==> src/rtl/hwpe_eai_slave_pkg.sv <==
// Shared definitions for the HWPE EAI endpoint: funct7 opcodes, FSM states and sizing.
package hwpe_eai_slave_pkg;

  localparam int unsigned NumCfg = 8;
  localparam int unsigned CfgAw  = $clog2(NumCfg);

  localparam logic [6:0] HwpeCfgW  = 7'h01;
  localparam logic [6:0] HwpeCfgR  = 7'h02;
  localparam logic [6:0] HwpeReset = 7'h03;
  localparam logic [6:0] HwpeLoad  = 7'h04;
  localparam logic [6:0] HwpeStore = 7'h05;

  typedef enum logic [2:0] {
    StIdle,
    StExec,
    StMemCmd,
    StMemRsp,
    StRsp
  } eai_state_e;

  function automatic logic is_mem_op(input logic [6:0] funct7);
    return (funct7 == HwpeLoad) || (funct7 == HwpeStore);
  endfunction

endpackage

==> src/rtl/hwpe_eai_slave_cfg_regfile.sv <==
// NUM_CFG x 32 configuration register file: one write port, one async read port, sync clear.
module hwpe_cfg_regfile #(
  parameter int unsigned NUM_CFG = 8,
  parameter int unsigned CFG_AW  = 3
) (
  input  logic                  clk,
  input  logic                  rst_n,
  input  logic                  clr,
  input  logic                  we,
  input  logic [CFG_AW-1:0]     waddr,
  input  logic [31:0]           wdata,
  input  logic [CFG_AW-1:0]     raddr,
  output logic [31:0]           rdata,
  output logic [NUM_CFG*32-1:0] cfg_flat
);

  logic [NUM_CFG-1:0][31:0] regs_q;

  // Clear wins over a same-cycle write.
  always_ff @(posedge clk or negedge rst_n) begin
    if (!rst_n) begin
      regs_q <= '0;
    end else if (clr) begin
      regs_q <= '0;
    end else if (we) begin
      regs_q[waddr] <= wdata;
    end
  end

  assign rdata    = regs_q[raddr];
  assign cfg_flat = regs_q;

endmodule

==> src/rtl/hwpe_eai_slave.sv <==
// EAI coprocessor endpoint: executes one custom instruction at a time, masters ICB for LOAD/STORE.
module hwpe_eai_slave
  import hwpe_eai_slave_pkg::*;
#(
  parameter int unsigned NUM_CFG = NumCfg,
  parameter int unsigned CFG_AW  = CfgAw
) (
  input  logic                  clk,
  input  logic                  rst_n,
  input  logic                  eai_req_valid,
  output logic                  eai_req_ready,
  input  logic [31:0]           eai_req_instr,
  input  logic [31:0]           eai_req_rs1,
  input  logic [31:0]           eai_req_rs2,
  input  logic [1:0]            eai_req_itag,
  output logic                  eai_rsp_valid,
  input  logic                  eai_rsp_ready,
  output logic [31:0]           eai_rsp_wdat,
  output logic [1:0]            eai_rsp_itag,
  output logic                  eai_rsp_err,
  output logic                  eai_icb_cmd_valid,
  input  logic                  eai_icb_cmd_ready,
  output logic [31:0]           eai_icb_cmd_addr,
  output logic                  eai_icb_cmd_read,
  output logic [31:0]           eai_icb_cmd_wdata,
  output logic [3:0]            eai_icb_cmd_wmask,
  input  logic                  eai_icb_rsp_valid,
  output logic                  eai_icb_rsp_ready,
  input  logic [31:0]           eai_icb_rsp_rdata,
  input  logic                  eai_icb_rsp_err,
  output logic                  eai_mem_holdup,
  output logic [NUM_CFG*32-1:0] cfg_regs
);

  eai_state_e  state_q, state_d;
  logic [6:0]  funct7_q;
  logic [31:0] rs1_q, rs2_q;
  logic [1:0]  itag_q;
  logic [31:0] wdat_q, wdat_d;
  logic        err_q, err_d;

  logic              accept;
  logic              cfg_we, cfg_clr;
  logic [CFG_AW-1:0] cfg_waddr;
  logic [31:0]       cfg_wdata, cfg_rdata;

  logic unused_instr;
  assign unused_instr = ^eai_req_instr[24:0];

  assign eai_req_ready = (state_q == StIdle);
  assign accept        = eai_req_valid && eai_req_ready;

  always_ff @(posedge clk or negedge rst_n) begin
    if (!rst_n) begin
      state_q  <= StIdle;
      funct7_q <= '0;
      rs1_q    <= '0;
      rs2_q    <= '0;
      itag_q   <= '0;
      wdat_q   <= '0;
      err_q    <= 1'b0;
    end else begin
      state_q <= state_d;
      wdat_q  <= wdat_d;
      err_q   <= err_d;
      if (accept) begin
        funct7_q <= eai_req_instr[31:25];
        rs1_q    <= eai_req_rs1;
        rs2_q    <= eai_req_rs2;
        itag_q   <= eai_req_itag;
      end
    end
  end

  always_comb begin
    state_d   = state_q;
    wdat_d    = wdat_q;
    err_d     = err_q;
    cfg_we    = 1'b0;
    cfg_clr   = 1'b0;
    cfg_waddr = rs1_q[CFG_AW-1:0];
    cfg_wdata = rs2_q;
    unique case (state_q)
      StIdle: begin
        if (accept) begin
          state_d = is_mem_op(eai_req_instr[31:25]) ? StMemCmd : StExec;
        end
      end
      StExec: begin
        state_d = StRsp;
        err_d   = 1'b0;
        wdat_d  = '0;
        unique case (funct7_q)
          HwpeCfgW: begin
            cfg_we = 1'b1;
            wdat_d = rs2_q;
          end
          HwpeCfgR:  wdat_d = cfg_rdata;
          HwpeReset: cfg_clr = 1'b1;
          default:   err_d = 1'b1;
        endcase
      end
      StMemCmd: begin
        if (eai_icb_cmd_ready) state_d = StMemRsp;
      end
      StMemRsp: begin
        if (eai_icb_rsp_valid) begin
          state_d = StRsp;
          err_d   = eai_icb_rsp_err;
          wdat_d  = '0;
          // A faulted load leaves the config untouched.
          if (funct7_q == HwpeLoad && !eai_icb_rsp_err) begin
            cfg_we    = 1'b1;
            cfg_waddr = rs2_q[CFG_AW-1:0];
            cfg_wdata = eai_icb_rsp_rdata;
            wdat_d    = eai_icb_rsp_rdata;
          end
        end
      end
      StRsp: begin
        if (eai_rsp_ready) state_d = StIdle;
      end
      default: state_d = StIdle;
    endcase
  end

  hwpe_cfg_regfile #(
    .NUM_CFG (NUM_CFG),
    .CFG_AW  (CFG_AW)
  ) u_cfg_regfile (
    .clk      (clk),
    .rst_n    (rst_n),
    .clr      (cfg_clr),
    .we       (cfg_we),
    .waddr    (cfg_waddr),
    .wdata    (cfg_wdata),
    .raddr    (rs1_q[CFG_AW-1:0]),
    .rdata    (cfg_rdata),
    .cfg_flat (cfg_regs)
  );

  assign eai_rsp_valid     = (state_q == StRsp);
  assign eai_rsp_wdat      = wdat_q;
  assign eai_rsp_itag      = itag_q;
  assign eai_rsp_err       = err_q;
  assign eai_icb_cmd_valid = (state_q == StMemCmd);
  assign eai_icb_cmd_addr  = {rs1_q[31:2], 2'b00};
  assign eai_icb_cmd_read  = (funct7_q == HwpeLoad);
  assign eai_icb_cmd_wdata = rs2_q;
  assign eai_icb_cmd_wmask = (funct7_q == HwpeStore) ? 4'hF : 4'h0;
  assign eai_icb_rsp_ready = (state_q == StMemRsp);
  assign eai_mem_holdup    = (state_q == StMemCmd) || (state_q == StMemRsp);

endmodule

==> config.mk <==
export PLATFORM = sky130hd
export DESIGN_NAME = hwpe_eai_slave
export DESIGN_NICKNAME = d
export VERILOG_FILES = /design/src/rtl/hwpe_eai_slave_pkg.sv /design/src/rtl/hwpe_eai_slave_cfg_regfile.sv /design/src/rtl/hwpe_eai_slave.sv
export SDC_FILE = /design/constraint.sdc
export NUM_CORES = 1
export LEC_CHECK = 0
export ABC_AREA = 1
export CELL_PAD_IN_SITES_DETAIL_PLACEMENT = 0
export CELL_PAD_IN_SITES_GLOBAL_PLACEMENT = 2
export CORE_ASPECT_RATIO = 2
export CORE_UTILIZATION = 25
export CTS_CLUSTER_DIAMETER = 60
export DETAILED_ROUTE_END_ITERATION = 10
export PLACE_DENSITY = 0.82
export SLEW_MARGIN = 20
export SYNTH_ARGS = -nofsm -noshare
export SYNTH_HDL_FRONTEND = slang
export SYNTH_SLANG_ARGS = --single-unit
==> constraint.sdc <==
create_clock -name clk -period 2 [get_ports clk]
set_clock_uncertainty 0.2 [all_clocks]
set_input_delay 0.2 -clock clk [delete_from_list [all_inputs] [get_ports clk]]
set_output_delay 0.2 -clock clk [all_outputs]
set_load 0.03 [all_outputs]
==> impl_metrics.toml <==
[power_and_ir_drop]
combinationalPowerShare = 0.521
switching_share = 0.438
power.density_nw_per_um2 = 1190
p_leak_nw = 14.2
power.switching_mw = 15.8
p_clk_frac = 0.215
peakVddDrop_mv = 0.839
seqPwrFrac = 0.265
intPower_mw = 20.2

[global_route]
grt_start_max_net_pins = 65
overflow = 0
grt_pass1_wl_um = 135000
grt_pass1_vias = 19800
track_usage = 0.238
antenna_found_initial = 2

[placement]
placed_area_sq_um = 26400
place.gp.congestion = 0.907
pre_cts_ws_ps = -463
io_buffers = 474
dp_hpwl_um = 66900

[setup_path]
slowest_delay_ps = 410
path_cells = "nor2_1, nand2_1, nor2_4, buf_6, buf_6, nand4_1, nand2_4, nor2_4, buf_4, nand2_4, buf_12, buf_12, nand3_1, nand2_1"
endpoint_kind = "register"
critPathRequiredTime_ps = 2310
critPathMaxFanout = 10
start_kind = "register"
cpMaxStageDelayCell = "dfrtp_1"
crit_type = "register to register"
cp.arrival_ps = 2580
path_delay_family = "simple AND/OR/NAND/NOR gates"
path_buf_inv = 5

[route]
wire_per_inst_um = 24.3
wl_um = 98600
vias_per_cell = 5.04
drtIter0Drc = 1911
drc_errors = 0
drtPass1Iterations = 6
vias = 20500
drtAntennaViolNets = 0

[synthesis]
syn_area_sq_um = 19000
ys_warn_count = 0
avgSynthCellArea_sq_um = 7.86
netlist_instances = 2413
synth_area_leaders = "dfrtp_1, nand3_1, nand2_1, o21ai_0, nor2_1"
synth_top_area_share = 0.481
ys_seq_area_frac = 0.481
yosys.area.top_type = "dfrtp_1"
synth_seq_cells = 365
yosysUniqueCellTypes = 27

[hold_path]
holdCritPathClass = "input port to register"

[clock_tree]
clock_path_buffers = 3
cts_max_level = 2
path_clk_slew_ps = 60
root_buffer = "clkbuf_16"
clock_sinks = 365
clk_latency_ps = 600
cts_buffers = 40
cts_tree = "done"

[timing]
period_minus_slack_ps = 2270
hold_slack_ps = 36.8
maxSlewHeadroom = 0.640
post-route-period-util = 1.14
rsz0062_at_grt = "yes"
tightest_slew_ps = 543
setup_viol = 607
max_freq_mhz = 440
setup_slack_ps = -272
final_max_slew_viol_count = 0
hold_viol = 0

[final_layout]
nNetsFinal = 3154
area_growth_pct = 59.7
layout_commonest_cell = "nand3_1"
layout_common_cells = "nand3_1, clkdlybuf4s50_1, nand2_1, dfrtp_1, nor2_1"
fin_util = 0.404
drive_gt1_frac = 0.204
design_area_sq_um = 30300

[run_status]
violations = "negative setup slack"
status = "finished, violations left"

[run]
drv_cap = 0

[die]
die_width_um = 197
row_count = 142
die_area_sq_um = 77100
dieHeight_um = 392
num_io_pins = 502
initial_core_util = 0.253
coreArea_sq_um = 75000
-- path summary, 6_finish.rpt --
kind | startpoint | endpoint | slack, ps | cells past startpoint
setup / recovery | funct7_q[0] | u_cfg_regfile.cfg_flat[151] | -270 | 14
hold / removal | eai_rsp_ready | state_q[2] | 40 | 4
setup reg to reg | funct7_q[0] | u_cfg_regfile.cfg_flat[151] | -270 | 14
hold reg to reg | eai_rsp_wdat[3] | eai_rsp_wdat[3] | 290 | 2
max in group asynchronous | rst_n | u_cfg_regfile.cfg_flat[217] | 1040 | 3
min in group asynchronous | rst_n | rs1_q[23] | 160 | 3
-- worst reg2reg max path: cells and delay by family, from the launching register on --
kind / cells / cell delay, ps
buffers and inverters: 5 / 670
flip-flops: 1 / 410
AND/OR/NAND/NOR: 9 / 930
-- cell families after synthesis --
family,count (synthesis),synth area share
simple gates,1356,0.318
buf+inv,355,0.0917
mux,35,0.0208
flops,365,0.481
other cells,1,0.000198
compound gates,301,0.0882
-- per-stage QoR --
step	TNS [ps]	std cells	total power, mW
3_3_place_gp	-102910	3874	26.8
6_report	-79560	4057	36.0
3_5_place_dp	-105770	3874	26.9
5_1_grt	-128070	4056	37.6
2_1_floorplan	0	2414	18.4
4_1_cts	-83060	4010	35.4
-- cell type report --
class | count | area (sq um)
clock buffers | 52 | 1150
well taps | 1008 | 1260
flip-flops and latches | 365 | 9140
multi-input cells | 1695 | 8960
inverters | 115 | 437
fillers | 7647 | 44700
repair buffers | 800 | 9160
diodes | 1 | 2.50
clock inverters | 21 | 178
-- synth_stat cells (all sizes together) --
master,number
or2,1
clkinv,2
nand4,8
mux2,35
o2111ai,1
buf,147
dfrtp,365
clkbuf,93
conb,1
nand2,450
nor4,1
o22ai,1
o211ai,65
nand3,611
inv,113
nor3,3
a21oi,38
nor2,282
o21ai,196
-- routing by layer --
layer,routed length [um],share of wire,GRT usage,vias to the layer above
li1,-,-,-,9249
met1,36200,0.37,0.271,10000
met2,49900,0.51,0.424,974
met3,6850,0.069,0.0440,224
met4,5680,0.058,0.113,2
met5,13,0.00013,0,-
-- sequential cells by signal, summed over array words and instances (netlist names) --
| register | count |
|---|---|
| funct7_q | 7 |
| eai_rsp_itag | 2 |
| eai_icb_cmd_wdata | 32 |
| eai_rsp_err | 1 |
| u_cfg_regfile.cfg_flat | 256 |
| eai_rsp_wdat | 32 |
| state_q | 3 |
| rs1_q | 32 |
-- timing repair --
action / in CTS / in global routing
endpoints found under the hold margin: 402 / 0
pin swaps: 22 / 107
hold buffers: 39 / 0
cloned: 8 / 33
setup endpoints to repair: 644 / 628
setup buffers: 16 / 19
resized for setup: 102 / 175
-- power groups by stage --
| stage | sequential (mW) | combinational [mW] | clock, mW |
|---|---|---|---|
| after floorplan | 10.7 | 7.77 | 0 |
| after global placement | 9.58 | 17.2 | 0 |
| after detailed placement | 9.64 | 17.3 | 0 |
| after CTS | 9.53 | 18.0 | 7.93 |
| after global routing | 9.67 | 19.7 | 8.16 |
| final | 9.53 | 18.7 | 7.73 |
Note: power is estimated with default switching activity, not from simulation.
